<file path="src/rtl/fetch_align.sv">
// fetch_align: aligns RV32/RV16 instructions out of the last fetched 64-bit
// isram line. The line arriving this cycle is bypassed straight to the output.
// A 32-bit instruction that straddles two lines has its low halfword parked in
// lo_q while the PC is held until the following line shows up.
// Optional build macro: FETCH_ILLEGAL_CHK_EN enables the fetch_illegal
// check on the aligned instruction. When the macro is undefined,
// fetch_illegal is tied low.
module fetch_align #(
  parameter logic [31:0] NOP_INSTR  = 32'h0000_0013,
  parameter int          MISS_LIMIT = 15
) (
  input  logic        clk,
  input  logic        cpurst,
  input  logic [63:0] isram_rdata,
  input  logic        isram_cs_ff,
  input  logic [28:0] isram_adr_ff,
  input  logic [31:0] pc,
  input  logic        flush,
  input  logic        fet_stall,
  output logic [31:0] rv32_instr,
  output logic        isrv16,
  output logic        instr_valid,
  output logic        fetch_misalign,
  output logic        fetch_refetch,
  output logic        fetch_illegal
);

  typedef enum logic [1:0] {EMPTY = 2'd0, RUN = 2'd1, CROSS = 2'd2} state_e;

  localparam logic [7:0] LIM_M1 = 8'(MISS_LIMIT - 1);

  state_e      state_q, state_d;
  logic [63:0] line_q;
  logic [28:0] tag_q;
  logic        vld_q;
  logic [15:0] lo_q, lo_d;
  logic [7:0]  miss_cnt_q, miss_cnt_d;

  // pc[0] carries no information for halfword-aligned fetch
  logic unused_pc0;
  assign unused_pc0 = pc[0];

  // Current line: the arriving isram data wins over the buffered copy
  logic [63:0] cur_line;
  logic [28:0] cur_tag;
  logic        cur_vld;
  assign cur_line = isram_cs_ff ? isram_rdata  : line_q;
  assign cur_tag  = isram_cs_ff ? isram_adr_ff : tag_q;
  assign cur_vld  = isram_cs_ff | vld_q;

  logic [1:0]  idx, idx_n;
  logic [28:0] pc_tag, nxt_tag;
  logic [15:0] lo, hi;
  logic        hit, xhit;
  assign idx     = pc[2:1];
  assign idx_n   = idx + 2'd1;
  assign pc_tag  = pc[31:3];
  assign nxt_tag = pc_tag + 29'd1;      // wraps from all-ones to zero
  assign lo      = cur_line[{idx, 4'b0} +: 16];
  assign hi      = cur_line[{idx_n, 4'b0} +: 16];
  assign hit     = cur_vld && (cur_tag == pc_tag);
  assign xhit    = cur_vld && (cur_tag == nxt_tag);

  logic [31:0] instr_c;
  logic        valid_c, misalign_c, refetch_c, miss_c;

  // Next state, straddle/miss bookkeeping and instruction selection
  always_comb begin
    state_d    = state_q;
    lo_d       = lo_q;
    miss_cnt_d = miss_cnt_q;
    instr_c    = NOP_INSTR;
    valid_c    = 1'b0;
    misalign_c = 1'b0;
    refetch_c  = 1'b0;
    miss_c     = 1'b0;
    if (flush) begin
      // Redirect: any parked halfword belongs to the old stream
      state_d    = vld_q ? RUN : EMPTY;
      lo_d       = 16'h0;
      miss_cnt_d = 8'h0;
    end else begin
      unique case (state_q)
        EMPTY, RUN: begin
          if (hit) begin
            state_d = RUN;
            if (lo[1:0] != 2'b11) begin
              valid_c = 1'b1;
              instr_c = {16'h0, lo};
            end else if (idx != 2'b11) begin
              valid_c = 1'b1;
              instr_c = {hi, lo};
            end else begin
              misalign_c = 1'b1;
              lo_d       = lo;
              state_d    = CROSS;
            end
          end else begin
            miss_c = 1'b1;
          end
        end
        CROSS: begin
          if (xhit) begin
            valid_c = 1'b1;
            instr_c = {cur_line[15:0], lo_q};
            state_d = RUN;
          end else begin
            miss_c = 1'b1;
          end
        end
        default: state_d = EMPTY;
      endcase
      if (miss_c) begin
        misalign_c = 1'b1;
        if (miss_cnt_q == LIM_M1) begin
          refetch_c  = 1'b1;
          miss_cnt_d = 8'h0;
        end else begin
          miss_cnt_d = miss_cnt_q + 8'd1;
        end
      end
      if (valid_c) miss_cnt_d = 8'h0;
      // Stall freezes state; refetch is suppressed so it stays a single pulse
      if (fet_stall) begin
        state_d    = state_q;
        lo_d       = lo_q;
        miss_cnt_d = miss_cnt_q;
        refetch_c  = 1'b0;
      end
    end
  end

  // FSM, parked halfword and miss counter
  always_ff @(posedge clk or posedge cpurst) begin
    if (cpurst) begin
      state_q    <= EMPTY;
      lo_q       <= 16'h0;
      miss_cnt_q <= 8'h0;
    end else begin
      state_q    <= state_d;
      lo_q       <= lo_d;
      miss_cnt_q <= miss_cnt_d;
    end
  end

  // Line buffer captures every unstalled isram return, flush or not
  always_ff @(posedge clk or posedge cpurst) begin
    if (cpurst) begin
      line_q <= 64'h0;
      tag_q  <= 29'h0;
      vld_q  <= 1'b0;
    end else if (isram_cs_ff && !fet_stall) begin
      line_q <= isram_rdata;
      tag_q  <= isram_adr_ff;
      vld_q  <= 1'b1;
    end
  end

  // Outputs are forced to idle values while reset is held
  always_comb begin
    rv32_instr     = cpurst ? NOP_INSTR : instr_c;
    instr_valid    = !cpurst && valid_c;
    isrv16         = !cpurst && valid_c && (instr_c[1:0] != 2'b11);
    fetch_misalign = !cpurst && misalign_c;
    fetch_refetch  = !cpurst && refetch_c;
  end

`ifdef FETCH_ILLEGAL_CHK_EN
  // All-zero word, all-zero compressed halfword, or all-ones 32-bit word
  always_comb begin
    fetch_illegal = instr_valid &&
                    ((rv32_instr == 32'h0) ||
                     ((rv32_instr[1:0] != 2'b11) && (rv32_instr[15:0] == 16'h0)) ||
                     ((rv32_instr[1:0] == 2'b11) && (rv32_instr == 32'hFFFF_FFFF)));
  end
`else
  assign fetch_illegal = 1'b0;
`endif

endmodule

</file>
<file path="config.mk">
export PLATFORM = sky130hd
export DESIGN_NAME = fetch_align
export DESIGN_NICKNAME = d
export VERILOG_FILES = /design/src/rtl/fetch_align.sv
export SDC_FILE = /design/constraint.sdc
export NUM_CORES = 1
export LEC_CHECK = 0
export CORE_MARGIN = 2
export CORE_UTILIZATION = 30
export DETAILED_ROUTE_END_ITERATION = 7
export DONT_BUFFER_PORTS = 1
export GPL_TIMING_DRIVEN = 0
export PLACE_DENSITY_LB_ADDON = 0.12
export SYNTH_ARGS = -nofsm -noshare
export SYNTH_HDL_FRONTEND = slang
export SYNTH_SLANG_ARGS = --single-unit
</file>
<file path="constraint.sdc">
create_clock -name clk -period 8.2 [get_ports clk]
set_input_delay 0.82 -clock clk [delete_from_list [all_inputs] [get_ports clk]]
set_output_delay 0.82 -clock clk [all_outputs]
set_load 0.005 [all_outputs]
</file>
==> results of run 1 <==
final timing paths:
path	to	slack [ps]	depth (start not counted)
max	rv32_instr[13]	2870	12
min	miss_cnt_q[4]	340	1
max reg2reg	lo_q[11]	4700	9
min reg2reg	miss_cnt_q[7]	490	1
max in group asynchronous	line_q[56]	7100	2
min in group clk	miss_cnt_q[7]	490	1
logic make-up (layout without fill, tap and decap cells):
group	count (synthesis)	after routing	synth area share (%)
buffers and inverters	64	97	3.333
adders and majority gates	4	4	0.5874
and+or+nand+nor	228	228	13.64
DFF	120	120	35.24
muxes	213	213	31.32
xor gates and xnor gates	48	48	4.934
other	1	1	0.04401
AOI/OAI and AO/OA	141	141	10.90
layout make-up:
cell class	count	area [sq um]
timing repair buffer	1	27.53
inverter	6	27.53
clock inverter	12	196.4
buffer	58	261.5
multi-input combinational	635	5234
clock buffer	20	466.7
fill	2821	18170
sequential	120	3003
tap	378	473.0
per-layer routing:
metal / GRT usage, % / vias to the layer above
met1: 27.58 / 3301
met5: 0 / -
met4: 5.057 / 0
met2: 27.38 / 173
met3: 6.860 / 16
li1: - / 3086
worst reg2reg max path: stages (launching register included):
cell and delay [ps]:
dfrtp_1 370, mux2i_1 430, xnor2_1 160, nor4_1 290
nand4_1 120, nor2_1 580, nand2_1 160, nor3_1 650
clkbuf_1 450, a22o_1 220
registers in the layout (all words and copies together) (netlist names):
register	count
lo_q	16
miss_cnt_q	8
state_q	2
vld_q	1
line_q	64
tag_q	29
cells in the final DEF (no fill, tap or decap), drive strengths merged, types with 4 or more instances in the layout:
cell type and instances:
ha 4, and2 5, nand3 17, mux2 109
mux4 32, mux2i 72, a21oi 38, a22oi 15
nor3 11, xnor2 35, o41ai 5, buf 16
nor2 78, xor2 13, nand2 51, a21o 7
dfrtp 120, a22o 16, o21ai 35, clkinv 4
clkbuf 63, bufinv 5, nand4 13, nor2b 8
nand2b 4, a211o 4, inv 6, and3 5
nor4 15
where the power goes:
part	internal, mW	switching (mW)	total (mW)
Sequential	0.662	0.0365	0.699
Combinational	0.195	0.213	0.407
Clock	0.562	0.300	0.862
per-stage QoR:
stage	instance area [sq um]	setup slack (ps)
3_5_place_dp	9026	2890
3_3_place_gp	8994	2245
4_1_cts	9689	2879
5_1_grt	9689	2483
2_1_floorplan	8521	3773
6_report	9689	2873
==> results.sh, run 1 <==
export IMPL_status="finished, final reports clean"
export IMPL_hold_slack_ps=337.5
export IMPL_h_tree_depth=4
export IMPL_synth_async_sr_flop_share_pct=100.0
export IMPL_rows=61
export IMPL_drv_cap=0
export IMPL_cts_root_buf="clkbuf_16"
export IMPL_clk_pin_slew_ps=60
export IMPL_grt_pass1_vias=6765
export IMPL_ys_seq_area_share_pct=35.24
export IMPL_power_mw=1.968
export IMPL_drc=0
export IMPL_syn2layout_area_growth_pct=13.72
export IMPL_drtIter0Drc=492
export IMPL_grt_max_degree=66
export IMPL_cts_sinks=120
export IMPL_path_buf_inv=4
export IMPL_yosysWarnings=0
export IMPL_detail_route_antenna_nets=0
export IMPL_holdBufCountCts=0
export IMPL_met1Wirelength_mm=14.01
export IMPL_portBuffers=0
export IMPL_synthFlopType="dfrtp_1"
export IMPL_cts_buffers=17
export IMPL_synth_nets=953
export IMPL_met2WireLength_mm=11.86
export IMPL_worstSkewPairLatency_ps=430
export IMPL_p_per_area_nw_per_um2=203.1
export IMPL_drtPass1Iterations=5
export IMPL_clock_fmax_mhz=187.7
export IMPL_synthTopCellsByArea="dfrtp_1, mux2_2, mux2i_1"
export IMPL_diodes=0
export IMPL_hp_class="in -> async"
export IMPL_hpwlAfterDp_mm=21.65
export IMPL_max_vdd_ir_drop_uv=116.7
export IMPL_ios=167
export IMPL_synth_avg_cell_area_sq_um=10.40
export IMPL_post_cts_resized=0
export IMPL_highest_layer="met4"
export IMPL_worstPathRequired_ps=7380
export IMPL_die_area_sq_um=29770
export IMPL_fp_dieW_um=172.5
export IMPL_final_cells=1230
export IMPL_initial_core_util_pct=30.59
export IMPL_r2r_start="tag_q[5]"
export IMPL_yosysTopAreaCellShare_pct=35.24
export IMPL_clockBufferDepth=2
export IMPL_grt_pass1_wl_mm=43.24
export IMPL_leakage_nw=3.767
export IMPL_vias_per_cell=5.346
export IMPL_die_y_um=172.5
export IMPL_route_met3_wl_mm=2.124
export IMPL_critical_path_max_fanout=10
export IMPL_synthTopCellsByCount="dfrtp_1, mux2_2, nor2_1"
export IMPL_final_util_pct=34.78
export IMPL_wl_per_cell_um=23.04
export IMPL_rsz0062_at_grt="no"
export IMPL_finalWirelength_mm=28.35
export IMPL_antenna_found_initial=0
export IMPL_crit_chain="buf_4 -> buf_2 -> mux2i_1 -> xnor2_1 -> nor4_1 -> nand4_1 -> nor2_1 -> and2_1 -> clkbuf_1 -> clkbuf_1 -> a22oi_1 -> nor2_1"
export IMPL_cts_tree="done"
export IMPL_start_kind="primary input"
export IMPL_vias=6576
export IMPL_synth_edff_count=0
export IMPL_tns_ps=0
export IMPL_fin_skew_ps=9.970
export IMPL_syn_inst=819
export IMPL_synth_cell_area_sq_um=8521
export IMPL_yosys_cell_types_count=69
export IMPL_cpPeakStageDelay_ps=610
export IMPL_criticalPathCategory="in -> out"
export IMPL_fin_crit_ps=5327
export IMPL_setup_violations=0
export IMPL_period_share_pct=64.96
export IMPL_drive_gt1_share_pct=23.47
export IMPL_gp_congestion=0.8164
export IMPL_critical_path_top_delay_family="simple AND/OR/NAND/NOR gates"
export IMPL_yosysMostFrequentCell="dfrtp_1"
export IMPL_hold_violations=0
export IMPL_grt_usage_pct=19.27
export IMPL_slowest_stage="nor2_1"
export IMPL_cp_end_kind="output pin"
export IMPL_gr_total_overflow=0
export IMPL_nNetsFinal=973
export IMPL_post_cts_setup_buffers=0
export IMPL_slew_violations=0
export IMPL_synth_seq_cells=120
export IMPL_arrival_ps=4510
export IMPL_tightest_slew_ps=918.6
export IMPL_critPathLaunch="isram_cs_ff"
export IMPL_core_sq_um=27860
export IMPL_dp_cells=1198
export IMPL_relSlewSlack_pct=38.76
export IMPL_yosysTopAreaCell="dfrtp_1"
No activity file was read; power rests on OpenSTA's default activity.
==> run 2, diff against run 1 <==
==> constraint.sdc (replaced) <==
create_clock -name clk -period 4.4 [get_ports clk]
set_input_delay 0.44 -clock clk [delete_from_list [all_inputs] [get_ports clk]]
set_output_delay 0.44 -clock clk [all_outputs]
set_load 0.005 [all_outputs]
==> results.sh, run 2 (synthesized netlist as in run 1, its figures left out) <==
export IMPL_diodes=0
export IMPL_clock_fmax_mhz=234.6
export IMPL_grt_max_degree=66
export IMPL_clockBufferDepth=2
export IMPL_clockPowerShare_pct=43.8
export IMPL_criticalPathCategory="in -> out"
export IMPL_gr_total_overflow=0
export IMPL_final_common_cell="dfrtp_1"
export IMPL_tns_ps=0
export IMPL_cts_buffers=17
export IMPL_wl_per_cell_um=23.06
export IMPL_drc=0
export IMPL_cts_sinks=120
export IMPL_n_fill_cell=2820
export IMPL_fin_ws_ps=137.7
export IMPL_reg_top3="line_q: 64 flops, tag_q: 29 flops, lo_q: 16 flops"
export IMPL_hold_depth=1
export IMPL_initial_core_util_pct=30.59
export IMPL_dp_slack_ps=-150.1
export IMPL_setup_violations=0
export IMPL_crit_chain="buf_4 -> buf_8 -> mux2i_2 -> xor2_1 -> or4_1 -> o211ai_1 -> o211ai_1 -> or4_4 -> nor3_4 -> buf_6 -> buf_6 -> a21oi_1 -> nor2_1"
export IMPL_rows=61
export IMPL_arrival_ps=3820
export IMPL_clk_pin_slew_ps=60
export IMPL_slowest_stage="or4_4"
export IMPL_cts_tree="done"
export IMPL_leakage_nw=3.795
export IMPL_vias_per_cell=5.365
export IMPL_hp_class="in -> reg"
export IMPL_p_seq_share_pct=35.5
export IMPL_antenna_found_initial=0
export IMPL_grt_usage_pct=19.27
export IMPL_worstPathRequired_ps=3960
export IMPL_rrSetupSlack_ps=1080
export IMPL_slew_violations=0
export IMPL_final_util_pct=34.99
export IMPL_relSlewSlack_pct=38.96
export IMPL_fp_dieW_um=172.5
export IMPL_drtIter0Drc=462
export IMPL_p_sw_share_pct=27.94
export IMPL_hp_start="isram_adr_ff[14]"
export IMPL_grt_pass1_vias=6771
export IMPL_seqCellArea_sq_um=3003
export IMPL_r2r_start="tag_q[10]"
export IMPL_hpwlAfterDp_mm=21.65
export IMPL_detail_route_antenna_nets=0
export IMPL_status="finished, final reports clean"
export IMPL_top_register="line_q"
export IMPL_hold_violations=0
export IMPL_fin_skew_ps=9.902
export IMPL_die_area_sq_um=29770
export IMPL_p_switching_mw=1.026
export IMPL_worstHoldEndpoint="tag_q[14]"
export IMPL_finalWirelength_mm=28.46
export IMPL_cpPeakStageDelay_ps=630
export IMPL_max_vdd_ir_drop_uv=217.5
export IMPL_ios=167
export IMPL_drv_cap=0
export IMPL_die_y_um=172.5
export IMPL_nNetsFinal=977
export IMPL_p_per_area_nw_per_um2=376.7
export IMPL_cts_root_buf="clkbuf_16"
export IMPL_core_sq_um=27860
export IMPL_h_tree_depth=4
export IMPL_final_cell_mix="dfrtp_1, mux2_2, nor2_1"
export IMPL_period_share_pct=96.87
export IMPL_grt_pass1_wl_mm=43.26
export IMPL_gp_congestion=0.8164
export IMPL_critical_path_max_fanout=10
export IMPL_power_mw=3.672
export IMPL_cp_end_kind="output pin"
export IMPL_largest_reg_flops=64
export IMPL_pwr_share_comb_pct=20.7
export IMPL_start_kind="primary input"
export IMPL_multiInputGateArea_sq_um=5250
export IMPL_drive_gt1_share_pct=24.53
export IMPL_syn2layout_area_growth_pct=14.39
export IMPL_tightest_slew_ps=915.6
export IMPL_portBuffers=0
export IMPL_intPower_mw=2.646
export IMPL_worstSkewPairLatency_ps=430
export IMPL_fin_crit_ps=4262
export IMPL_vias=6621
export IMPL_rr_worst_depth=11
export IMPL_drtPass1Iterations=5
export IMPL_r2r_end="miss_cnt_q[5]"
[run 2: cell types whose count changed in the layout (fill, tap and decap cells not counted), sizes merged]
cell         change
buf              +3
dlygate4sd3      +1
[run 2: through the flow]
| step | instances | hold WS, ps | cell area [sq um] |
|---|---|---|---|
| 2_1_floorplan | 819 | 450.9 | 8521 |
| 3_3_place_gp | 1197 | 484.6 | 8994 |
| 3_5_place_dp | 1198 | 424.1 | 9026 |
| 4_1_cts | 1231 | 138.9 | 9704 |
| 5_1_grt | 1234 | 139.1 | 9747 |
| 6_report | 1234 | 156.7 | 9747 |
[run 2: timing repair]
action	4_1_cts	5_1_grt
hold buffers	1	0
pin swaps	1	2
gates resized for setup	2	7
endpoints found under the hold margin	55	0
setup endpoints to repair	14	30
cloned	0	0
setup buffers	0	5
[run 2: layout make-up]
type | count | share of cell area (%)
multi-input cells | 635 | 53.86
well taps | 378 | 4.852
plain buffers | 56 | 2.619
clock buffers | 20 | 4.788
clock inverters | 12 | 2.015
inverters | 6 | 0.2824
repair buffers | 7 | 0.7702
flip-flops and latches | 120 | 30.81
[run 2: critical path, delay by kind of cell]
family / cells / cell delay (ps)
simple gates: 4 / 1610
xor+xnor: 1 / 120
compound gates: 3 / 620
mux: 1 / 280
buf+inv: 4 / 740
[run 2: worst max path at each step]
stage	from	endpoint	slack (ps)	cells past startpoint
detailed placement	isram_cs_ff	rv32_instr[12]	-150	12
CTS	isram_cs_ff	rv32_instr[16]	10	13
finish	isram_cs_ff	rv32_instr[31]	140	13
global route	isram_cs_ff	rv32_instr[31]	-10	13
floorplan	isram_cs_ff	rv32_instr[12]	730	13
global placement	cpurst	line_q[56]	-1180	1
[run 2: metal layers]
layer	wire length [um]	global-route usage, %	up-vias
li1	-	-	3095
met1	13880	27.61	3327
met2	11960	27.39	181
met4	365	5.057	0
met3	2262	6.838	18
met5	0	0	-
[run 2: power by group through the flow]
| stage | clock network (mW) | registers, mW | logic [mW] |
|---|---|---|---|
| after detailed placement | 0 | 1.32 | 0.759 |
| after global routing | 1.69 | 1.32 | 0.830 |
| after floorplan | 0 | 1.30 | 0.581 |
| after CTS | 1.64 | 1.30 | 0.763 |
| after global placement | 0 | 1.32 | 0.751 |
| final | 1.61 | 1.30 | 0.761 |
